**src/rtl/camera_power_seq.sv**
```systemverilog
// Power-up/power-down sequencer for image sensors: drives PWDN/RESETB per camera
// with cycle-accurate delays and hands off to SCCB configuration via initial_en.
module camera_power_seq #(
    parameter int NUM_CAM    = 2,
    parameter int T_PWDN_CYC = 250000,
    parameter int T_RST_CYC  = 65536,
    parameter int T_INIT_CYC = 1048576,
    parameter int T_OFF_CYC  = 1000,
    parameter int CNT_W      = 21
) (
    input  logic               clk_50M,
    input  logic               reset_n,
    input  logic               seq_en,
    input  logic [NUM_CAM-1:0] cam_mask,
    output logic [NUM_CAM-1:0] camera_rstn,
    output logic [NUM_CAM-1:0] camera_pwnd,
    output logic               initial_en,
    output logic               seq_busy,
    output logic [2:0]         seq_state
);

    typedef enum logic [2:0] {
        S_OFF   = 3'd0,
        S_PWUP  = 3'd1,
        S_RSTW  = 3'd2,
        S_INITW = 3'd3,
        S_READY = 3'd4,
        S_SHDN  = 3'd5
    } state_t;

    localparam logic [CNT_W-1:0] PWDN_LAST = CNT_W'(T_PWDN_CYC - 1);
    localparam logic [CNT_W-1:0] RST_LAST  = CNT_W'(T_RST_CYC - 1);
    localparam logic [CNT_W-1:0] INIT_LAST = CNT_W'(T_INIT_CYC - 1);
    localparam logic [CNT_W-1:0] OFF_LAST  = CNT_W'(T_OFF_CYC - 1);

    state_t             state_q, state_d;
    logic [CNT_W-1:0]   cnt_q, cnt_d;
    logic [NUM_CAM-1:0] mask_q, mask_d;
    logic [NUM_CAM-1:0] pwnd_q, pwnd_d;
    logic [NUM_CAM-1:0] rstn_q, rstn_d;
    logic               init_q, init_d;
    logic               busy_q, busy_d;
    logic               timed;

    always_comb begin
        state_d = state_q;
        mask_d  = mask_q;
        timed   = 1'b1;
        case (state_q)
            S_OFF: begin
                timed = 1'b0;
                if (seq_en && (|cam_mask)) begin
                    state_d = S_PWUP;
                    mask_d  = cam_mask;
                end
            end
            S_PWUP: begin
                // Nothing is powered yet, so an abort needs no shutdown phase.
                if (!seq_en)                state_d = S_OFF;
                else if (cnt_q == PWDN_LAST) state_d = S_RSTW;
            end
            S_RSTW: begin
                if (!seq_en)                state_d = S_SHDN;
                else if (cnt_q == RST_LAST)  state_d = S_INITW;
            end
            S_INITW: begin
                if (!seq_en)                state_d = S_SHDN;
                else if (cnt_q == INIT_LAST) state_d = S_READY;
            end
            S_READY: begin
                timed = 1'b0;
                if (!seq_en) state_d = S_SHDN;
            end
            S_SHDN: begin
                if (cnt_q == OFF_LAST) state_d = S_OFF;
            end
            default: begin
                timed   = 1'b0;
                state_d = S_OFF;
            end
        endcase

        cnt_d = (state_d != state_q || !timed) ? '0 : cnt_q + CNT_W'(1);

        // Outputs are decoded from the next state so they register in step with it.
        pwnd_d = '1;
        rstn_d = '0;
        init_d = 1'b0;
        busy_d = 1'b1;
        case (state_d)
            S_OFF:   busy_d = 1'b0;
            S_PWUP:  ;
            S_RSTW:  pwnd_d = ~mask_d;
            S_INITW: begin
                pwnd_d = ~mask_d;
                rstn_d = mask_d;
            end
            S_READY: begin
                pwnd_d = ~mask_d;
                rstn_d = mask_d;
                init_d = 1'b1;
                busy_d = 1'b0;
            end
            S_SHDN:  pwnd_d = ~mask_d;
            default: busy_d = 1'b0;
        endcase
    end

    always_ff @(posedge clk_50M or negedge reset_n) begin
        if (!reset_n) begin
            state_q <= S_OFF;
            cnt_q   <= '0;
            mask_q  <= '0;
            pwnd_q  <= '1;
            rstn_q  <= '0;
            init_q  <= 1'b0;
            busy_q  <= 1'b0;
        end else begin
            state_q <= state_d;
            cnt_q   <= cnt_d;
            mask_q  <= mask_d;
            pwnd_q  <= pwnd_d;
            rstn_q  <= rstn_d;
            init_q  <= init_d;
            busy_q  <= busy_d;
        end
    end

    assign camera_pwnd = pwnd_q;
    assign camera_rstn = rstn_q;
    assign initial_en  = init_q;
    assign seq_busy    = busy_q;
    assign seq_state   = state_q;

endmodule

```
**config.mk**
```make
export PLATFORM = sky130hd
export DESIGN_NAME = camera_power_seq
export DESIGN_NICKNAME = d
export VERILOG_FILES = /design/src/rtl/camera_power_seq.sv
export SDC_FILE = /design/constraint.sdc
export NUM_CORES = 1
export LEC_CHECK = 0
export CORE_ASPECT_RATIO = 1.25
export CORE_MARGIN = 2
export CORE_UTILIZATION = 41
export CTS_CLUSTER_SIZE = 20
export DETAILED_ROUTE_END_ITERATION = 10
export SLEW_MARGIN = 40
export SYNTH_ARGS = -nofsm -noshare
export SYNTH_HDL_FRONTEND = slang
export SYNTH_SLANG_ARGS = --single-unit
```
**constraint.sdc**
```tcl
create_clock -name clk_50M -period 2.9 [get_ports clk_50M]
set_clock_uncertainty 0.15 [all_clocks]
set_input_delay 0.29 -clock clk_50M [delete_from_list [all_inputs] [get_ports clk_50M]]
set_output_delay 0.29 -clock clk_50M [all_outputs]
set_load 0.05 [all_outputs]
```
==> flow_summary.json, run 1 <==
{
  "outcome": "completed",
  "wl_mm": 3.55,
  "grt_start_max_net_pins": 33,
  "synth_top_area_share_pct": 42.0,
  "dpl_cell_area_mm2": 0.00201,
  "netlist_area_mm2": 0.00179,
  "grt_overflow": 0,
  "yosys-top-cells-area": "dfrtp_1, a21oi_2, xor2_1",
  "cts_inserted_buffers": 5,
  "yosys_warnings": 0,
  "power_frac_comb_pct": 2.0,
  "powerDensity_mw_per_mm2": 381,
  "die_h_um": 77.8,
  "drive_above_1_share_pct": 21.6,
  "initial_core_util_pct": 43.3,
  "relSlewSlack_pct": 54.3,
  "hpwl_mm": 2.57,
  "coreArea_mm2": 0.00413,
  "nets": 199,
  "synth_largest_area_cell": "dfrtp_1",
  "dp.cells": 242,
  "path_class": "reg2reg",
  "synth_nets": 181,
  "htree_levels": 2,
  "die_area_mm2": 0.00491,
  "p_sw_share_pct": 22.4,
  "ys_seq_area_share_pct": 44.9,
  "ant_nets": 0,
  "arrival_ns": 2.77,
  "leakagePower_nw": 0.807,
  "dieWidth_um": 63.1,
  "hold_violations": 0,
  "hold_path_class": "in2async",
  "cts_tree": "built",
  "endpoint_kind": "register",
  "vias": 1365,
  "fin_cells": 250,
  "endpoint": "cnt_q[1]$_DFF_PN0_",
  "via_per_inst": 5.46,
  "synth.most_common_cell": "dfrtp_1",
  "grt_pass1_wl_mm": 6.33,
  "switching_power_uw": 179,
  "clkSinkCount": 32,
  "areaGrowthSynthToFinish_pct": 17.2,
  "fmax_ghz": 0.368,
  "fin_crit_ns": 2.71,
  "maxSlewViolCount": 0,
  "gp_congestion": 0.891,
  "r2r_cells": 6,
  "first_global_vias": 1381,
  "pre_cts_ws_ns": 0.200,
  "row_count": 26,
  "fin_crit_sh_pct": 93.6,
  "irDropWorstVdd_mv": 0.297,
  "diodes": 0,
  "finalSetupTns_ns": 0,
  "clk-insertion-delay-late_ns": 0.28,
  "antenna_found_initial": 0,
  "drt_iter0_drc": 44,
  "worst_slack_ns": 0.185,
  "dr.pass1.iters": 4,
  "max-cap-violations": 0,
  "intPower_uw": 619,
  "critical_path_required_ns": 2.95,
  "startpoint": "cnt_q[19]$_DFF_PN0_",
  "critPathLaunchType": "register",
  "track_usage_pct": 16.6,
  "p_seq_share_pct": 55.9,
  "synth-main-ff-cell": "dfrtp_1",
  "synth_edf_count": 0,
  "rsz0062_at_grt": "no",
  "ctsHoldBuffers": 0,
  "routedWlPerCell_um": 14.2,
  "root_buffer": "clkbuf_8",
  "cts_resized": 0,
  "synth_common_cells": "dfrtp_1, nand2_1, a21oi_2",
  "r2r_slack_ns": 0.19,
  "utilization_pct": 50.7,
  "port_buffers": 13,
  "ys_seq_elements": 32,
  "postSynthCellCount": 175,
  "clk_pin_slew_ns": 0.07,
  "finalSetupViolations": 0,
  "pwr-share-clk_pct": 42.0,
  "fin_hold_ws_ns": 0.243,
  "timing.rr.end": "cnt_q[1]$_DFF_PN0_",
  "p_total_uw": 798,
  "ios": 14,
  "final_cell_area_mm2": 0.00210,
  "post_cts_buffers": 0,
  "async_reset_ff_share_pct": 100,
  "timing.rr.start": "cnt_q[19]$_DFF_PN0_",
  "cp_max_fo": 21,
  "clk_path_buf_depth": 2,
  "synth_cell_types": 41,
  "drc_errors": 0,
  "worst_slew_pin_slew_ns": 0.681,
  "avgSynthCellArea_um2": 10.2
}
## power by group through the flow
| stage | combinational, mW | sequential [mW] | clock (mW) |
|---|---|---|---|
| floorplan | 0.000716 | 0.455 | 0 |
| global placement | 0.0167 | 0.455 | 0 |
| detailed placement | 0.0170 | 0.455 | 0 |
| CTS | 0.0171 | 0.446 | 0.349 |
| global route | 0.0189 | 0.446 | 0.367 |
| finish | 0.0161 | 0.446 | 0.335 |
## layout by cell type (no fill, tap or decap), types with 2 or more instances in the layout
cell type,Yosys,layout
clkinv_2,0,2
buf_4,0,3
clkbuf_8,0,5
a21oi_2,19,19
nand3_1,10,10
and4_1,6,6
or3_1,2,2
o21ai_0,2,2
nor2b_1,2,2
xor2_1,10,10
nor3_1,4,4
nand2_1,21,21
nand2b_1,5,5
a21boi_0,3,3
nor2_1,7,7
clkdlybuf4s50_1,0,13
o211ai_1,2,2
nor4_1,4,4
or4_1,3,3
xnor2_1,9,9
nand4_1,5,5
inv_1,5,5
dfstp_2,2,2
dfrtp_1,30,30
## sequential cells by signal (all words and copies together) (netlist names)
signal	count
cnt_q	21
seq_state	3
camera_pwnd	2
camera_rstn	2
mask_q	2
initial_en	1
seq_busy	1
## cell type report
cell class                      count  area, um^2
Clock buffer                        5        68.8
Sequential cell                    32         803
Inverter                            5        18.8
Clock inverter                      3        18.8
Timing Repair Buffer               17         173
Tap cell                           56        70.1
Fill cell                         389        2040
Multi-Input combinational cell    132         943
## worst max-delay path: stages, from the launching register on
cell and delay [ns]:
dfrtp_1 0.40, or3_1 0.38, or3_4 0.36, o31ai_4 0.23, nor2_2 0.11, or4b_4 0.75, a21boi_0 0.24
## worst min-delay path by stage
stage	startpoint	to	slack, ns	depth (start not counted)
detailed placement	cnt_q[0]$_DFF_PN0_	cnt_q[0]$_DFF_PN0_	0.31	1
global route	reset_n	mask_q[1]$_DFF_PN0_	0.30	2
global placement	cnt_q[0]$_DFF_PN0_	cnt_q[0]$_DFF_PN0_	0.30	1
CTS	reset_n	cnt_q[16]$_DFF_PN0_	0.26	2
floorplan	reset_n	camera_rstn[0]$_DFF_PN0_	-0.16	0
finish	reset_n	cnt_q[9]$_DFF_PN0_	0.24	2
## kinds of logic (layout without fill, tap and decap cells)
group | Yosys count | after routing | share of synthesized area (%)
flip-flops | 32 | 32 | 44.9
XOR/XNOR | 19 | 19 | 9.31
AND/OR/NAND/NOR | 77 | 77 | 24.6
buffers and inverters | 11 | 30 | 3.29
AO/OA/AOI/OAI | 35 | 35 | 17.2
adder cells (fa/ha/maj) | 1 | 1 | 0.700
## layer usage
layer | track usage, % | up-vias | wire (um)
li1 | - | 662 | -
met1 | 19.0 | 654 | 1510
met2 | 28.5 | 38 | 1770
met3 | 4.35 | 11 | 165
met4 | 7.78 | 0 | 108
met5 | 0 | - | 0
No activity file was read; power rests on OpenSTA's default activity.
==> run 2: changes to the inputs <==
--- a/config.mk
+++ b/config.mk
@@ -5,10 +5,10 @@
 export SDC_FILE = /design/constraint.sdc
 export NUM_CORES = 1
 export LEC_CHECK = 0
+export ABC_AREA = 1
 export CORE_ASPECT_RATIO = 1.25
 export CORE_MARGIN = 2
 export CORE_UTILIZATION = 41
-export CTS_CLUSTER_SIZE = 20
 export DETAILED_ROUTE_END_ITERATION = 10
 export SLEW_MARGIN = 40
 export SYNTH_ARGS = -nofsm -noshare
==> flow_summary.json, run 2 <==
{
  "p_seq_share_pct": 50.6,
  "postSynthCellCount": 244,
  "async_reset_ff_share_pct": 100,
  "synth_common_cells": "nand2_1, nor2_1, dfrtp_1, inv_1, nor2_2",
  "synth-main-ff-cell": "dfrtp_1",
  "ys_seq_area_share_pct": 42.1,
  "post_cts_buffers": 0,
  "grt_pass1_wl_mm": 6.37,
  "critPathMaxStageDelay_ns": 0.86,
  "finalSetupViolations": 0,
  "endpoint_kind": "primary output",
  "finalSetupTns_ns": 0,
  "dr.pass1.iters": 4,
  "largest_reg_flops": 21,
  "powerDensity_mw_per_mm2": 400,
  "drt_iter0_drc": 110,
  "wl_mm": 3.68,
  "clk_pin_slew_ns": 0.07,
  "path_class": "reg2out",
  "ys_seq_elements": 32,
  "track_usage_pct": 16.1,
  "switching_power_uw": 176,
  "clk-insertion-delay-late_ns": 0.28,
  "synth_top_area_share_pct": 39.3,
  "cts_resized": 0,
  "seqCellArea_um2": 803,
  "pwr-share-clk_pct": 47.5,
  "power_frac_comb_pct": 2.0,
  "leakagePower_nw": 0.978,
  "yosys-top-cells-area": "dfrtp_1, nand2_1, nor2_2",
  "synth_nets": 250,
  "ctsHoldBuffers": 0,
  "clkSinkCount": 32,
  "hold_violations": 0,
  "nets": 269,
  "final_common_cell": "nand2_1",
  "synth.most_common_cell": "nand2_1",
  "fin_crit_ns": 2.11,
  "synth_edf_count": 0,
  "arrival_ns": 1.67,
  "critical_path_required_ns": 2.46,
  "synth_largest_area_cell": "dfrtp_1",
  "p_sw_share_pct": 20.0,
  "netlist_area_mm2": 0.00191,
  "die_area_mm2": 0.00522,
  "drc_errors": 0,
  "cts_inserted_buffers": 5,
  "fin_cells": 322,
  "fin_crit_sh_pct": 72.8,
  "critPathLaunchType": "register",
  "rsz0062_at_grt": "no",
  "grt_overflow": 0,
  "cp_num_buf_inv": 1,
  "port_buffers": 13,
  "coreArea_mm2": 0.00446,
  "first_global_vias": 1485,
  "max-cap-violations": 0,
  "via_per_inst": 4.71,
  "fillerInstances": 477,
  "fmax_ghz": 0.474,
  "avgSynthCellArea_um2": 7.83,
  "maxSlewViolCount": 0,
  "ant_nets": 0,
  "crit_family": "buffers and inverters",
  "intPower_uw": 707,
  "routedWlPerCell_um": 11.4,
  "row_count": 27,
  "hpwl_mm": 2.76,
  "gp_congestion": 0.840,
  "synth_cell_types": 31,
  "fin_hold_ws_ns": 0.245,
  "grt_start_max_net_pins": 33,
  "htree_levels": 2,
  "die_h_um": 80.3,
  "initial_core_util_pct": 42.8,
  "root_buffer": "clkbuf_8",
  "outcome": "completed",
  "relSlewSlack_pct": 67.1,
  "vias": 1516,
  "worst_slew_pin_slew_ns": 0.492,
  "antenna_found_initial": 0,
  "ios": 14,
  "cts_tree": "built",
  "clk_path_buf_depth": 2,
  "drive_above_1_share_pct": 19.3,
  "path_cells": "clkdlybuf4s50_1",
  "irDropWorstVdd_mv": 0.166,
  "dieWidth_um": 65.0,
  "mostFrequentLayoutCells": "nand2_1, nor2_1, inv_1, dfrtp_1, nor2_2",
  "areaGrowthSynthToFinish_pct": 15.7,
  "hold_path_class": "in2async",
  "cp_max_fo": 9,
  "diodes": 0,
  "multi_input_area_um2": 931,
  "yosys_warnings": 0,
  "dp.cells": 314,
  "max_flop_register": "cnt_q",
  "slowest_stage": "clkdlybuf4s50_1"
}
## run 2: cell types whose count changed after synthesis, moves of 5 or more
cell      previous run  this run
nor2_2               1        20
nand2_2              0         7
and4_1               6         0
inv_1                5        30
nand2b_1             5         0
nand3_1             10        18
nor2_1               7        33
a21oi_2             19         1
nand2_1             21        49
## run 2: path summary, 6_finish.rpt
check	from	end	slack (ns)	cells after the start
setup / recovery	seq_state[2]$_DFF_PN0_	seq_state[2]	0.79	1
hold / removal	reset_n	cnt_q[14]$_DFF_PN0_	0.25	2
setup reg to reg	cnt_q[0]$_DFF_PN0_	cnt_q[20]$_DFF_PN0_	0.80	13
hold reg to reg	cnt_q[0]$_DFF_PN0_	cnt_q[0]$_DFF_PN0_	0.32	1
max in group asynchronous	reset_n	camera_pwnd[1]$_DFF_PN1_	2.03	2
min in group clk_50M	cnt_q[0]$_DFF_PN0_	cnt_q[0]$_DFF_PN0_	0.32	1
## run 2: final cells by class
| type | instances | share of cell area [%] |
|---|---|---|
| tap | 58 | 3.29 |
| clock inverter | 3 | 1.93 |
| inverter | 35 | 6.01 |
| clock buffer | 5 | 3.12 |
| timing repair buffer | 15 | 7.14 |
| sequential | 32 | 36.4 |
| multi-input combinational | 174 | 42.2 |
## run 2: stage by stage
step           utilization [%]  area [um^2]  total power, mW  worst slack, ns
5_1_grt                   49.5         2210            0.924            0.634
3_3_place_gp              47.0         2100            0.473            0.813
3_5_place_dp              47.0         2100            0.473            0.786
6_report                  49.5         2210            0.883            0.790
2_1_floorplan                -         1910            0.457            0.920
4_1_cts                   49.5         2210            0.897            0.773
## run 2: logic make-up (layout without fill, tap and decap cells)
kind of cell,after synthesis,count (layout),share of synthesized area [%]
flops,32,32,42.1
xor+xnor,14,14,6.42
fa+ha+maj,1,1,0.655
buf+inv,38,58,9.17
simple gates,147,147,38.0
compound gates,12,12,3.67
## run 2: power groups by stage
stage / Combinational, mW / Sequential (mW) / Clock [mW]
final: 0.0173 / 0.446 / 0.419
after global routing: 0.0208 / 0.446 / 0.457
after CTS: 0.0183 / 0.446 / 0.433
after detailed placement: 0.0182 / 0.455 / 0
after global placement: 0.0182 / 0.455 / 0
after floorplan: 0.00212 / 0.455 / 0
## run 2: layer usage
layer / vias to the layer above / GRT usage, % / share of wire (%)
met4: 0 / 10.0 / 3.0
met5: - / 0 / 0
met3: 7 / 3.08 / 3.2
li1: 791 / - / -
met2: 29 / 25.1 / 47
met1: 689 / 20.6 / 47
==> run 3: changes to the inputs <==
==> constraint.sdc (replaced) <==
create_clock -name clk_50M -period 2.05 [get_ports clk_50M]
set_clock_uncertainty 0.15 [all_clocks]
set_input_delay 0.205 -clock clk_50M [delete_from_list [all_inputs] [get_ports clk_50M]]
set_output_delay 0.205 -clock clk_50M [all_outputs]
set_load 0.05 [all_outputs]
==> flow_summary.json, run 3 (same netlist as run 2, synthesis figures left out) <==
{
  "outcome": "completed",
  "r2r_slack_ns": 0.13,
  "drt_iter0_drc": 85,
  "fin_hold_ws_ns": 0.153,
  "gp_congestion": 0.865,
  "cts_tree": "built",
  "ios": 14,
  "grt_pass1_wl_mm": 6.68,
  "grtUsageMet3_pct": 3.50,
  "ant_nets": 0,
  "clk-insertion-delay-late_ns": 0.28,
  "seqCellArea_um2": 805,
  "track_usage_pct": 16.8,
  "finalSetupTns_ns": 0,
  "drc_errors": 0,
  "mostFrequentLayoutCells": "nand2_1, nor2_1, inv_1, dfrtp_1, nor2_2",
  "timing.rr.end": "cnt_q[14]$_DFF_PN0_",
  "critPathMaxStageDelay_ns": 0.85,
  "max_flop_register": "cnt_q",
  "cp_num_buf_inv": 1,
  "slowest_stage": "clkdlybuf4s50_1",
  "endpoint_kind": "primary output",
  "hold_violations": 0,
  "max-cap-violations": 0,
  "path_class": "reg2out",
  "largest_reg_flops": 21,
  "leakagePower_nw": 1.02,
  "areaGrowthSynthToFinish_pct": 20.3,
  "clk_path_buf_depth": 2,
  "clkSinkCount": 32,
  "root_buffer": "clkbuf_8",
  "antenna_found_initial": 0,
  "dr.pass1.iters": 5,
  "irDropWorstVdd_mv": 0.456,
  "fin_cells": 328,
  "crit_family": "buffers and inverters",
  "r2r_cells": 9,
  "dieWidth_um": 65.0,
  "grtUsageMet1_pct": 20.1,
  "top_usage_layer": "met2",
  "cp_max_fo": 7,
  "wl_mm": 3.84,
  "grt_overflow": 0,
  "arrival_ns": 1.60,
  "grtUsageMet2_pct": 28.8,
  "fin_crit_ns": 1.95,
  "finalSetupViolations": 0,
  "multi_input_area_um2": 958,
  "clk_pin_slew_ns": 0.07,
  "maxSlewViolCount": 0,
  "fillerInstances": 458,
  "fmax_ghz": 0.512,
  "nets": 275,
  "die_area_mm2": 0.00522,
  "final_common_cell": "nand2_1",
  "via_per_inst": 4.79,
  "hpwl_mm": 2.89,
  "htree_levels": 2,
  "dp.cells": 319,
  "die_h_um": 80.3,
  "timing.rr.start": "cnt_q[1]$_DFF_PN0_",
  "critPathLaunchType": "register",
  "p_total_mw": 1.26,
  "drive_above_1_share_pct": 23.3,
  "coreArea_mm2": 0.00446,
  "vias": 1572,
  "hold_path_class": "in2async",
  "rsz0062_at_grt": "no",
  "row_count": 27,
  "powerDensity_mw_per_mm2": 547,
  "first_global_vias": 1503,
  "cts_inserted_buffers": 5,
  "path_cells": "clkdlybuf4s50_1",
  "initial_core_util_pct": 42.8,
  "relSlewSlack_pct": 66.8,
  "worst_slew_pin_slew_ns": 0.497,
  "critical_path_required_ns": 1.69,
  "grt_start_max_net_pins": 33,
  "port_buffers": 13,
  "fin_crit_sh_pct": 95.3,
  "routedWlPerCell_um": 11.7,
  "diodes": 0
}
-- run 3: metal layers --
| layer | share of wire (%) | wire length (um) |
|---|---|---|
| met1 | 44 | 1680 |
| met5 | 0 | 0 |
| met2 | 51 | 1950 |
| met4 | 2.1 | 79 |
| met3 | 3.2 | 124 |
-- run 3: power by group --
part           internal [mW]  switching (mW)
logic                0.00878          0.0156
registers              0.631               0
clock network          0.359           0.242
-- run 3: worst max path at each step --
stage	start	to	cells past startpoint
after global placement	cnt_q[0]$_DFF_PN0_	cnt_q[14]$_DFF_PN0_	9
after global routing	cnt_q[17]$_DFF_PN0_	cnt_q[9]$_DFF_PN0_	13
final	seq_state[1]$_DFF_PN0_	seq_state[1]	1
after CTS	seq_state[2]$_DFF_PN0_	seq_state[2]	1
after detailed placement	seq_en	cnt_q[4]$_DFF_PN0_	13
after floorplan	seq_state[1]$_DFF_PN0_	cnt_q[10]$_DFF_PN0_	12
-- run 3: what timing repair did --
action / in CTS / in global routing
endpoints found under the setup margin: 0 / 24
setup buffers: 0 / 1
resized for setup: 0 / 9
hold buffers: 0 / 0
-- run 3: cell type report --
class / instances / share of cell area [%]
Clock inverter: 3 / 1.85
Tap cell: 58 / 3.16
Sequential cell: 32 / 35.0
Multi-Input combinational cell: 174 / 41.7
Timing Repair Buffer: 21 / 9.48
Inverter: 35 / 5.77
Clock buffer: 5 / 3.00
-- run 3: stage by stage --
stage / utilization (%) / setup WS [ns] / area, um^2
global placement: 48.1 / 0.0820 / 2150
CTS: 50.6 / 0.0305 / 2260
global route: 51.5 / 0.000188 / 2300
finish: 51.5 / 0.0972 / 2300
floorplan: - / 0.0697 / 1910
detailed placement: 48.1 / 0.0572 / 2150
